File: src/rtl/aes_core_arbiter_pkg.sv
// Shared types and constants for the AES core arbiter: block/key sizes, FSM
// state encodings and an index-width helper.
package aes_core_arbiter_pkg;

    localparam int BLK_S = 128;
    localparam int KEY_S = 128;

    typedef enum logic [1:0] {
        ARB_IDLE  = 2'd0,
        ARB_ISSUE = 2'd1,
        ARB_WAIT  = 2'd2,
        ARB_RESP  = 2'd3
    } arb_state_e;

    // Requester index width, never narrower than one bit.
    function automatic int idx_w(input int n);
        return (n > 1) ? $clog2(n) : 1;
    endfunction

endpackage

File: src/rtl/aes_core_arbiter_rr_pick.sv
// Rotating-priority encoder: picks the first asserted request at or above
// i_ptr, wrapping around to index 0.
module aes_core_arbiter_rr_pick
    import aes_core_arbiter_pkg::*;
#(
    parameter int NUM_REQ = 2,
    parameter int IDX_W   = idx_w(NUM_REQ)
) (
    input  logic [NUM_REQ-1:0] i_req,
    input  logic [IDX_W-1:0]   i_ptr,
    output logic [NUM_REQ-1:0] o_grant,
    output logic [IDX_W-1:0]   o_idx,
    output logic               o_any
);

    always_comb begin
        o_any = 1'b0;
        o_idx = '0;
        for (int j = 0; j < NUM_REQ; j++) begin
            if (!o_any && i_req[j] && (IDX_W'(j) >= i_ptr)) begin
                o_any = 1'b1;
                o_idx = IDX_W'(j);
            end
        end
        // Second pass covers the wrapped-around indices below the pointer.
        for (int j = 0; j < NUM_REQ; j++) begin
            if (!o_any && i_req[j] && (IDX_W'(j) < i_ptr)) begin
                o_any = 1'b1;
                o_idx = IDX_W'(j);
            end
        end
        o_grant = o_any ? (NUM_REQ'(1) << o_idx) : '0;
    end

endmodule

File: src/rtl/aes_core_arbiter.sv
// Round-robin sharing of one AES core between NUM_REQ block requesters.
// Define AES_ARB_KEY_CACHE_EN to skip key re-strobes while the key is unchanged.
module aes_core_arbiter
    import aes_core_arbiter_pkg::*;
#(
    parameter int NUM_REQ = 2,
    parameter int BLK_W   = BLK_S,
    parameter int KEY_W   = KEY_S
) (
    input  logic                     aclk,
    input  logic                     aresetn,
    input  logic [NUM_REQ-1:0]       req_valid,
    output logic [NUM_REQ-1:0]       req_ready,
    input  logic [NUM_REQ-1:0]       req_key_new,
    input  logic [NUM_REQ*KEY_W-1:0] req_key,
    input  logic [NUM_REQ*BLK_W-1:0] req_data,
    output logic [NUM_REQ-1:0]       resp_valid,
    input  logic [NUM_REQ-1:0]       resp_ready,
    output logic [BLK_W-1:0]         resp_data,
    output logic                     busy,
    output logic                     aes_en,
    output logic                     aes_key_strobe,
    output logic [KEY_W-1:0]         aes_key,
    output logic [BLK_W-1:0]         aes_plaintext,
    input  logic [BLK_W-1:0]         aes_ciphertext,
    input  logic                     aes_done
);

    localparam int IDX_W = idx_w(NUM_REQ);

    arb_state_e         r_state, w_state_nxt;
    logic [IDX_W-1:0]   r_g, r_rr_ptr, w_idx;
    logic [NUM_REQ-1:0] w_grant;
    logic               w_any, w_reload, r_reload;
    logic [KEY_W-1:0]   w_key, r_aes_key;
    logic [BLK_W-1:0]   w_data, r_aes_pt, r_resp_data;

    aes_core_arbiter_rr_pick #(
        .NUM_REQ (NUM_REQ),
        .IDX_W   (IDX_W)
    ) u_pick (
        .i_req   (req_valid),
        .i_ptr   (r_rr_ptr),
        .o_grant (w_grant),
        .o_idx   (w_idx),
        .o_any   (w_any)
    );

    always_comb begin
        w_key  = '0;
        w_data = '0;
        for (int i = 0; i < NUM_REQ; i++) begin
            if (w_idx == IDX_W'(i)) begin
                w_key  = req_key[i*KEY_W +: KEY_W];
                w_data = req_data[i*BLK_W +: BLK_W];
            end
        end
    end

`ifdef AES_ARB_KEY_CACHE_EN
    logic             r_key_loaded;
    logic [IDX_W-1:0] r_key_owner;

    assign w_reload = !r_key_loaded || (w_idx != r_key_owner) || req_key_new[w_idx];

    always_ff @(posedge aclk or negedge aresetn) begin
        if (!aresetn) begin
            r_key_loaded <= 1'b0;
            r_key_owner  <= '0;
        end else if (r_state == ARB_ISSUE) begin
            r_key_loaded <= 1'b1;
            r_key_owner  <= r_g;
        end
    end
`else
    logic w_unused_key_new;

    assign w_reload         = 1'b1;
    assign w_unused_key_new = ^req_key_new;
`endif

    always_comb begin
        w_state_nxt    = r_state;
        req_ready      = '0;
        resp_valid     = '0;
        aes_en         = 1'b0;
        aes_key_strobe = 1'b0;
        busy           = (r_state != ARB_IDLE);
        unique case (r_state)
            ARB_IDLE: begin
                req_ready = w_grant;
                if (w_any) w_state_nxt = ARB_ISSUE;
            end
            ARB_ISSUE: begin
                aes_en         = 1'b1;
                aes_key_strobe = r_reload;
                w_state_nxt    = ARB_WAIT;
            end
            ARB_WAIT: begin
                if (aes_done) w_state_nxt = ARB_RESP;
            end
            ARB_RESP: begin
                resp_valid = NUM_REQ'(1) << r_g;
                if (resp_ready[r_g]) w_state_nxt = ARB_IDLE;
            end
            default: w_state_nxt = ARB_IDLE;
        endcase
    end

    always_ff @(posedge aclk or negedge aresetn) begin
        if (!aresetn) begin
            r_state     <= ARB_IDLE;
            r_g         <= '0;
            r_rr_ptr    <= '0;
            r_reload    <= 1'b0;
            r_aes_key   <= '0;
            r_aes_pt    <= '0;
            r_resp_data <= '0;
        end else begin
            r_state <= w_state_nxt;
            case (r_state)
                ARB_IDLE: if (w_any) begin
                    r_g       <= w_idx;
                    r_aes_key <= w_key;
                    r_aes_pt  <= w_data;
                    r_reload  <= w_reload;
                end
                ARB_WAIT: if (aes_done) r_resp_data <= aes_ciphertext;
                ARB_RESP: if (resp_ready[r_g]) begin
                    r_rr_ptr <= (r_g == IDX_W'(NUM_REQ - 1)) ? '0 : r_g + 1'b1;
                end
                default: ;
            endcase
        end
    end

    assign aes_key       = r_aes_key;
    assign aes_plaintext = r_aes_pt;
    assign resp_data     = r_resp_data;

endmodule

File: config.mk
export PLATFORM = sky130hd
export DESIGN_NAME = aes_core_arbiter
export DESIGN_NICKNAME = d
export VERILOG_FILES = /design/src/rtl/aes_core_arbiter_pkg.sv /design/src/rtl/aes_core_arbiter_rr_pick.sv /design/src/rtl/aes_core_arbiter.sv
export SDC_FILE = /design/constraint.sdc
export NUM_CORES = 1
export LEC_CHECK = 0
export ABC_AREA = 1
export CAP_MARGIN = 20
export CORE_AREA = 3 3 406 408
export DETAILED_ROUTE_END_ITERATION = 6
export DIE_AREA = 0 0 409 411
export PLACE_DENSITY = 0.42
export SLEW_MARGIN = 20
export SYNTH_ARGS = -nofsm -noshare
export SYNTH_HDL_FRONTEND = slang
export SYNTH_SLANG_ARGS = --single-unit
File: constraint.sdc
create_clock -name aclk -period 1.6 [get_ports aclk]
set_input_delay 0.32 -clock aclk [delete_from_list [all_inputs] [get_ports aclk]]
set_output_delay 0.32 -clock aclk [all_outputs]
set_load 0.02 [all_outputs]
* Word-level counts from Yosys, hierarchy flattened
Cells that the tools add are included.
** Cells by class
- Muxes and demuxes :: 21
- Shift-type cells :: 2
- Magnitude comparators :: 5
- Equal/unequal tests :: 6
- Add/sub/neg operators :: 1
- Reductions and logical operators :: 16
** Operators with widths (number)
- 128-bit two-way mux :: 2
- 1-bit two-way mux :: 12
- 2-bit two-way mux :: 6
- 2-bit case mux with 4 select lines :: 1
- 1-bit logical AND :: 7
- 2-bit AND reduction :: 3
- 2-bit == test, second input constant :: 2
- 2-bit != test, second input constant :: 2
- 1-bit by 1-bit << shifter with 2-bit output, first input constant :: 2
- 1-bit zero test :: 3
- 3-bit AND reduction :: 1
- 2-bit by 1-bit == test with 1-bit output, second input constant :: 1
- 1-bit >= comparator, first input constant :: 2
- 2-bit zero test :: 1
- 1-bit < comparator, first input constant :: 2
- 1-bit by 2-bit < comparator with 1-bit output, second input constant :: 1
- 2-bit by 1-bit != test with 1-bit output, second input constant :: 1
- 2-bit nonzero test :: 1
- 1-bit adder, second input constant :: 1
** Storage, ports and cells
- Output and inout port bits :: 391
- Bits in registers :: 389
- Logic and storage cells :: 58
- Bits of input ports :: 649

* Longest topological paths before layout
Gate-level depths: netlist (run 1).
- Depth in word-level cells :: 18
- Depth in mapped cells :: 9
- Mapped depth without buffers :: 7

* Hierarchy
A second synthesis (run 1) with hierarchy kept.
** Second synthesis, totals
- Cells, all modules :: 2003
- Area total of the unflattened synthesis :: 16957.5 sq um
** By module, submodules not included
- aes_core_arbiter :: times used 1, area each 16927.5 sq um, cells an instance 1996, seq. area each 9734.3 sq um
- aes_core_arbiter_rr_pick :: times used 1, area each 30.0 sq um, cells an instance 7, seq. area each 0.0 sq um

* Worst setup path after synthesis (run 1)
No wires, ideal clock.
- Path type :: register to output
- Start point :: register r_state[0]
- End point :: output port req_ready[0]
- Cell stages (with the launch flop) :: 9
- Required time :: 1.280 ns
- Buffers on the path :: 2
- Setup slack :: -0.202 ns
- Arrival :: 1.482 ns
- Path through :: dfrtp_1 inv_1 ha_1 inv_2 nor2_4 buf_2 buf_2 nand2_1 inv_1
** Between the ends
- Cells in the longest elaborated chain, start to end :: 2
** Ends and longest elaborated chain
- start, declared :: RTL line aes_core_arbiter.sv:31 : arb_state_e r_state, w_state_nxt;
- start signal, assigned :: RTL line aes_core_arbiter.sv:120 : r_state <= w_state_nxt;
- 2-bit zero test :: RTL line aes_core_arbiter.sv:89 : unique case (r_state)
- 2-bit two-way mux :: RTL line aes_core_arbiter.sv:89
- end, declared :: RTL line aes_core_arbiter.sv:13 : output logic [NUM_REQ-1:0] req_ready,
No other way between the ends.

* Worst setup path in the final report (run 1)
- Start point :: register r_state[0]
- End point :: register r_resp_data[55] (netlist: resp_data[55])
** Between the ends
- Cells in the longest elaborated chain, start to end :: 2
** Ends and longest elaborated chain
- 2-bit == test :: RTL line aes_core_arbiter.sv:121 : case (r_state)
- 2-bit AND reduction (no line)
- end signal, assigned :: RTL line aes_core_arbiter.sv:128 : ARB_WAIT: if (aes_done) r_resp_data <= aes_ciphertext;
- end, declared :: RTL line aes_core_arbiter.sv:36 : logic [BLK_W-1:0] w_data, r_aes_pt, r_resp_data;
No other way between the ends.
A chain may end at the register's enable or synchronous reset.

==> flow_summary.toml, run 1 <==
[critical_path]
reg2reg_to = "resp_data[55]"
path_class = "reg -> reg"
worstPathArrival_ns = 2.47
cp_max_fo = 23
rrSetupSlack_ns = -0.36
slowest_delay_ns = 0.37
end_kind = "flop"
timing.rr.start = "r_state[0]"
start_kind = "flop"
slowest_stage = "dfrtp_1"
rr_worst_depth = 9
required_ns = 2.11
crit_chain = "inv_2 -> buf_4 -> buf_6 -> buf_4 -> ha_4 -> nand2_8 -> buf_16 -> buf_16 -> mux2_2"

[timing]
rsz0062_at_grt = "yes"
worst_pin_slew_ns = 0.579
setup_viol = 394
final_max_slew_viol_count = 0
setup_slack_ns = -0.365
period_share = 1.23
setup_tns_ns = -104.26
max_slew_margin = 0.614
max_freq_mhz = 509
finalHoldViolCount = 0
min_period_ns = 1.96
fin_worst_skew_ns = 0.0165

[place]
dp_hpwl_um = 91300
post-place-ws_ns = -0.764
placed_cells = 4983
place.gp.congestion = 0.846
io_buffer_count = 1037

[routing]
first_iter_violations = 1025
wire_per_inst_um = 23.2
drc = 0
via_per_inst = 3.51
vias = 18000
wirelength_um = 119000
postRouteAntennaNets = 0
drt_pass1_iterations = 5

[global_routing]
antenna_found_initial = 52
first_global_vias = 18500
grt_pass1_wl_um = 155000
gr-max-usage-layer = "met2"
grt_usage = 0.130
gr-usage-met3 = 0.0366
grt_max_degree = 50
use_met1 = 0.157
overflow = 0
gr-usage-met2 = 0.230

[layout]
layout_commonest_cell = "clkdlybuf4s50_1"
layout.nets = 3568
drive_gt1_frac = 0.282
syn2layout_area_growth_pct = 94.6
fin_cells = 5138
utilization = 0.200
mostFrequentLayoutCells = "645 x clkdlybuf4s50_1, 604 x nand2_1, 485 x nand3_1, 364 x dfrtp_1, 320 x buf_2"

[floorplanning]
ioPinCount = 1040
dieArea_um2 = 168000
dieWidth_um = 409
die_h_um = 411
num_rows = 148
initial_core_util = 0.103
fp.coreArea_um2 = 162000

[yosys]
syn_area_per_cell_um2 = 9.43
postSynthCellCount = 1768
yosysWarnings = 0
seq_area_frac_synth = 0.584
synth_cell_types = 19
synth.cell_area_um2 = 16700
synthesis.nets = 2421
yosys_register_bits = 389

[clock_tree]
clkSlewWorstSetupHoldPaths_ns = 0.06
clk_path_buf_depth = 3
clk_latency_ns = 0.63
htree_levels = 2
cts_root_buf = "clkbuf_16"
cts_tree = "done"
numClockSinks = 389
cts_buffers = 51

[run_status]
status = "finished, violations left"
violations = "negative setup slack"

[power_and_ir_drop]
fin_total_pwr_w = 0.0639
ir_drop_v = 0.000833
p_leak_nw = 14.6
power_density_nw_per_um2 = 1970

[hold_path]
hold_class = "in -> async"

[flow_run]
maxCapViolCount = 0
[state kept, by name, summed over array words and instances, names as in the netlist]
signal and count:
aes_key 128, aes_plaintext 128, r_g 1, r_reload 1
r_rr_ptr 1, r_state 2, resp_data 128
[repair_timing]
action	CTS	global route
buffers inserted	11	10
cloned	9	24
hold endpoints to repair	166	0
pin swaps	3	5
endpoints found under the setup margin	771	432
resized for setup	1739	103
hold buffers	1	0
[critical path, delay by kind of cell, from the launching register on]
family | cells | cell delay (ns)
muxes | 1 | 0.35
DFF | 1 | 0.37
adders and majority gates | 1 | 0.18
buffers and inverters | 6 | 0.79
and+or+nand+nor | 1 | 0.08
[layout make-up]
cell class                 instances  area [um2]
antenna                           10        25.0
clock buffer                      81        1570
clock inverter                    10         165
fill                           18000      130000
inverter                          11        72.6
multi-input combinational       1239        6570
sequential                       389        9770
tap                             2175        2720
timing repair buffer            1219       11500
timing repair inverter             4        63.8
[metal layers]
metal	wire length, um	up-vias	share of wire
li1	-	8224	-
met1	48600	8948	0.41
met2	60100	686	0.50
met3	8130	152	0.068
met4	2110	16	0.018
met5	132	-	0.0011
[cells by family (layout without fill, tap and decap cells)]
logic type,after synthesis,after routing,share of synthesized area
buf+inv,140,1325,0.0394
flops,389,389,0.584
mux,128,128,0.0864
fa+ha+maj,4,4,0.00300
simple gates,1104,1104,0.286
compound gates,3,3,0.00105
other cells,0,10,0
[where the power goes]
group	internal (W)	total, W	switching, W
clock network	0.00705	0.0120	0.00499
logic	0.0143	0.0337	0.0193
registers	0.0149	0.0182	0.00333
[synthesized netlist by cell type]
cell / instances / area, um2
buf_1: 4 / 15.0
buf_2: 102 / 510
buf_4: 1 / 7.51
clkbuf_1: 22 / 82.6
dfrtp_1: 389 / 9730
ha_1: 4 / 50.1
inv_1: 9 / 33.8
inv_2: 2 / 7.51
mux2_2: 128 / 1440
nand2_1: 609 / 2290
nand2_2: 1 / 6.26
nand3_1: 486 / 2430
nand4_1: 2 / 12.5
nor2_1: 2 / 7.51
nor2_2: 1 / 6.26
nor2_4: 1 / 11.3
o21ai_0: 2 / 10.0
o21bai_1: 1 / 7.51
or2_2: 2 / 12.5
[how the worst max path moves through the flow]
stage                            start                 to  slack [ns]  cells after the start
after global routing        r_state[0]       req_ready[0]       -0.47                      7
after CTS                   r_state[0]             aes_en       -0.44                      4
after global placement    req_valid[1]  aes_plaintext[49]       -0.71                      9
after detailed placement  req_valid[1]  aes_plaintext[52]       -0.76                      9
final                       r_state[0]      resp_data[55]       -0.36                      9
after floorplan             r_state[0]     resp_data[100]       -0.02                      6
[metrics by stage]
step                      hold WS [ns]  cell area, um2
final                            0.113           32500
after global routing            0.0738           32400
after CTS                       0.0566           31500
after global placement           0.167           30700
after floorplan                 0.0244           16700
after detailed placement         0.166           30700
No activity file was read; power rests on OpenSTA's default activity.
==> run 2: changes to the inputs <==
--- a/config.mk
+++ b/config.mk
@@ -6,10 +6,10 @@
 export NUM_CORES = 1
 export LEC_CHECK = 0
 export ABC_AREA = 1
-export CAP_MARGIN = 20
 export CORE_AREA = 3 3 406 408
 export DETAILED_ROUTE_END_ITERATION = 6
 export DIE_AREA = 0 0 409 411
+export MAX_ROUTING_LAYER = met4
 export PLACE_DENSITY = 0.42
 export SLEW_MARGIN = 20
 export SYNTH_ARGS = -nofsm -noshare
==> run 2 against run 1 <==
Effect of this change: the run still ends with negative setup slack left; final cell count is 0.45% higher; core utilization is 0.25 points higher; wire length up 1.3%; clock skew is 0.0031 ns higher; non-clock buffer count is 11 higher; hold slack worse by 0.0058 ns; die area stayed put; first-iteration DRC count is 5.7% lower; setup slack got worse by 0.014 ns; highest routed layer is now met4.
==> flow_summary.toml, run 2 (synthesis results as in run 1) <==
[clock_tree]
htree_levels = 2
cts_buffers = 51
cts_root_buf = "clkbuf_16"
clk_path_buf_depth = 3
clk_latency_ns = 0.64
clkSlewWorstSetupHoldPaths_ns = 0.06
numClockSinks = 389
cts_tree = "done"

[critical_path]
path_class = "reg -> reg"
timing.rr.start = "r_state[0]"
end_kind = "flop"
worstPathArrival_ns = 2.48
cp_top_family = "buffers and inverters"
crit_buf_inv = 6
crit_chain = "inv_2 -> buf_4 -> buf_6 -> buf_4 -> ha_4 -> nand2_8 -> buf_16 -> buf_16 -> mux2_2"
slowest_delay_ns = 0.37
cp_max_fo = 22
slowest_stage = "dfrtp_1"
rrSetupSlack_ns = -0.38
crit_cells = 9
reg2reg_to = "resp_data[96]"
required_ns = 2.10
rr_worst_depth = 9
start_kind = "flop"

[timing]
finalHoldViolCount = 0
min_period_ns = 1.98
rsz0062_at_grt = "yes"
max_freq_mhz = 505
final_max_slew_viol_count = 0
fin_hold_ws_ns = 0.107
setup_slack_ns = -0.378
fin_worst_skew_ns = 0.0196
setup_viol = 393
setup_tns_ns = -111.92
worst_pin_slew_ns = 0.563
period_share = 1.24
max_slew_margin = 0.625

[layout]
mostFrequentLayoutCells = "645 x clkdlybuf4s50_1, 599 x nand2_1, 476 x nand3_1, 364 x dfrtp_1, 320 x buf_2"
utilization = 0.203
layout.nets = 3578
layout_commonest_cell = "clkdlybuf4s50_1"
nFillCells = 18000
multiInputGateArea_um2 = 6660
postLayoutCellArea_um2 = 32900
syn2layout_area_growth_pct = 97.1
drive_gt1_frac = 0.289
seqCellArea_um2 = 9770

[floorplanning]
initial_core_util = 0.103
fp.coreArea_um2 = 162000
die_h_um = 411
dieArea_um2 = 168000
ioPinCount = 1040
num_rows = 148
dieWidth_um = 409

[power_and_ir_drop]
power_density_nw_per_um2 = 1970
ir_drop_v = 0.000833
p_leak_nw = 14.8

[routing]
postRouteAntennaNets = 0
drc = 0
drt_pass1_iterations = 6
first_iter_violations = 967
vias = 18200
via_per_inst = 3.52
wirelength_um = 121000
wire_per_inst_um = 23.4

[run_status]
status = "finished, violations left"
violations = "negative setup slack"

[place]
dp_hpwl_um = 91300
place_area_um2 = 30700
place.gp.congestion = 0.859
io_buffer_count = 1037

[hold_path]
hold_class = "in -> async"

[global_routing]
antenna_found_initial = 50
overflow = 0
grt_max_degree = 50
grt_pass1_wl_um = 154000
grt_usage = 0.134
first_global_vias = 18500

[flow_run]
maxCapViolCount = 0
-- run 2: cell count changes in the layout (fill, tap and decap cells not counted), moves of 7 or more --
cell,delta
buf_6,+7
clkbuf_16,+7
diode_2,+13
mux2_2,-9
mux2_4,+9
nand3_1,-9
nand3_2,+9
-- run 2: through the flow --
step           setup WS (ns)  total power [W]  cells
2_1_floorplan        -0.0199           0.0325   1768
3_3_place_gp          -0.711           0.0520   4983
3_5_place_dp          -0.764           0.0521   4983
4_1_cts               -0.442           0.0623   5095
5_1_grt               -0.467           0.0686   5156
6_report              -0.378           0.0649   5161
-- run 2: cell type report --
cell class | instances | share of cell area
Inverter | 11 | 0.00221
Antenna cell | 23 | 0.00175
Clock inverter | 10 | 0.00503
Sequential cell | 389 | 0.297
Tap cell | 2175 | 0.0828
Timing Repair Buffer | 1230 | 0.359
Clock buffer | 81 | 0.0477
Multi-Input combinational cell | 1239 | 0.203
Timing Repair inverter | 3 | 0.00156
-- run 2: timing repair --
action	4_1_cts	5_1_grt
endpoints found under the setup margin	771	432
hold buffers	1	0
resized for setup	1739	129
setup buffers	11	8
pin swaps	3	9
hold endpoints to repair	166	0
gates cloned	9	35
-- run 2: worst max path at each step --
stage | slack (ns) | to | from
after floorplan | -0.02 | resp_data[100] | r_state[0]
after global placement | -0.71 | aes_plaintext[49] | req_valid[1]
after detailed placement | -0.76 | aes_plaintext[52] | req_valid[1]
after CTS | -0.44 | aes_en | r_state[0]
after global routing | -0.47 | aes_key[2] | r_state[0]
final | -0.38 | resp_data[96] | r_state[0]
-- run 2: where the power goes --
part           internal (W)  total (W)  leakage [nW]  switching [W]
registers            0.0149     0.0182          4.68        0.00334
clock network       0.00705     0.0121         0.853        0.00501
logic                0.0149     0.0346          9.23         0.0196
-- run 2: metal layers --
layer,routed length [um],track usage
met5,0,-
met4,2170,0.0229
met3,8330,0.0351
met2,60900,0.230
met1,49300,0.158
==> RTL change, RTL diff (flow settings as in run 2) <==
The option `AES_ARB_KEY_CACHE_EN` is turned on by a define.
--- a/src/rtl/aes_core_arbiter.sv
+++ b/src/rtl/aes_core_arbiter.sv
@@ -1,5 +1,7 @@
 // Round-robin sharing of one AES core between NUM_REQ block requesters.
 // Define AES_ARB_KEY_CACHE_EN to skip key re-strobes while the key is unchanged.
+`define AES_ARB_KEY_CACHE_EN
+
 module aes_core_arbiter
     import aes_core_arbiter_pkg::*;
 #(
Formal check against the unedited RTL: same outputs for any inputs over 4 cycles, from zero or initial values and one cycle with aresetn low; that may be too few to reach the edited logic, so the function may still have changed.
==> RTL change against run 2 <==
  * The run still ends with setup timing left
  * First-iteration DRC count is 7.0% higher
  * Fmax decreased by 5.4%
  * Setup slack got worse by 0.11 ns
  * Area after synthesis up 1.5%
  * Via count is 2.0% higher
  * Routed wire length is 0.80% lower
  * Sequential cell count rose by 2
  * Clock skew increased by 0.0048 ns
  * Cell area rose by 3.5%
  * Synthesized cell count is 2.5% higher
  * Highest routed layer unchanged
  * Power rose by 2.9%
==> RTL change: results (changes against run 2) <==
status=complete, but fails checks (unchanged); failing checks=setup timing (unchanged); Leak=15.4 nW (was 14.8 nW); Worst Path Max Fanout=2 (was 22); met1 Track Usage GR=15.6% (was 15.8%); antenna cells=6 (was 23); GPL Wtd Cong=0.857 (was 0.859); final worst slack=-0.492 ns (was -0.378 ns); non-clk buf share=36.5% (was 35.9%); post-DR wirelength/cell=22.9 um (was 23.4 um); Final TNS setup=-97.62 ns (was -111.92 ns); hpwl dp=88.3 mm (was 91.3 mm); Area Growth Syn to Fin=101% (was 97.1%); Avg Vias per Cell=3.54 (was 3.52); FF-to-FF End=aes_key[41] (was resp_data[96]); PortBufs=1,039 (was 1,037); met3 Resource Use GR=3.28% (was 3.51%); met1 WL=49.1 mm (was 49.3 mm); Post-Layout Cell Count=5,224 (was 5,161); Worst Skew=0.0244 ns (was 0.0196 ns); slew at the pin with the worst max-slew slack=0.576 ns (was 0.563 ns); Starting DRT DRC Count=1,035 (was 967); global-route met2 utilization=21.9% (was 23.0%); placed cell area=31,000 sq um (was 30,700 sq um); met3 wire len=8.12 mm (was 8.33 mm); Place WS=-1.28 ns (was -0.764 ns); metal2 WL=59.9 mm (was 60.9 mm); placed insts=5,034 (was 4,983); Seq/Total Area, Yosys=57.8% (was 58.4%); Max VDD drop=909 uV (was 833 uV); first-pass GRT wire length=151 mm (was 154 mm); CP Capture Point=req_ready[1] (was resp_data[96]); fraction of area in multi-input gates=21.2% (was 20.3%); hold slack=0.228 ns (was 0.107 ns); fraction of area in registers=28.9% (was 29.7%); first drt pass iteration count=7 (was 6); Final setup viols=396 (was 393); vias in the first global route=18,500 (about the same); count of multi-input gates=1,279 (was 1,239); Synth area leaders=dfrtp_1, nand2_1, nand3_1 (was dfrtp_1, nand3_1, nand2_1); initial antenna violation count=22 (was 50); FILL cells=17,900 (was 18,000); worst path arrival time=1.77 ns (was 2.48 ns); Non-CTS buffers=1,264 (was 1,230); Yosys reg bits=391 (was 389); clock buffers=78 (was 81); layout cells sized above 1=33.5% (was 28.9%); Final #Nets=3,655 (was 3,578); clock network area share=5.16% (was 5.28%); Post-synth ARST share=100% (unchanged); Yosys cell types=22 (was 19); CP max stage delay=0.39 ns (was 0.37 ns); Avg Inst Size Synth=9.34 sq um (was 9.43 sq um); Reg2Reg Depth=14 (was 9); Syn Nets=2,466 (was 2,421)
-- RTL change: changes by cell type after synthesis, moves of 4 or more --
cell	change
nand3_1	-12
buf_6	+10
nand2_1	+47
buf_1	+4
buf_2	-40
clkbuf_1	+24
-- RTL change: report_power, final --
group          internal [mW]  switching [mW]
combinational           15.7            20.4
sequential              14.9            3.67
clock                   6.98            5.11
total                   37.6            29.1
-- RTL change: timing repair --
action / in CTS / in global routing
pin swaps: 3 / 43
setup buffers: 13 / 38
gates cloned: 5 / 37
setup endpoints to repair: 719 / 466
hold buffers: 1 / 0
endpoints found under the hold margin: 187 / 0
resized for setup: 1765 / 264
-- RTL change: logic make-up (layout without fill, tap and decap cells) --
group | count (synthesis) | in the layout | share of synthesized area, %
AOI/OAI and AO/OA | 6 | 6 | 0.281
other | 0 | 6 | 0
DFF | 391 | 391 | 57.8
and+or+nand+nor | 1141 | 1141 | 29.0
adders and majority gates | 4 | 4 | 0.296
muxes | 128 | 128 | 8.52
buffers and inverters | 143 | 1373 | 4.14
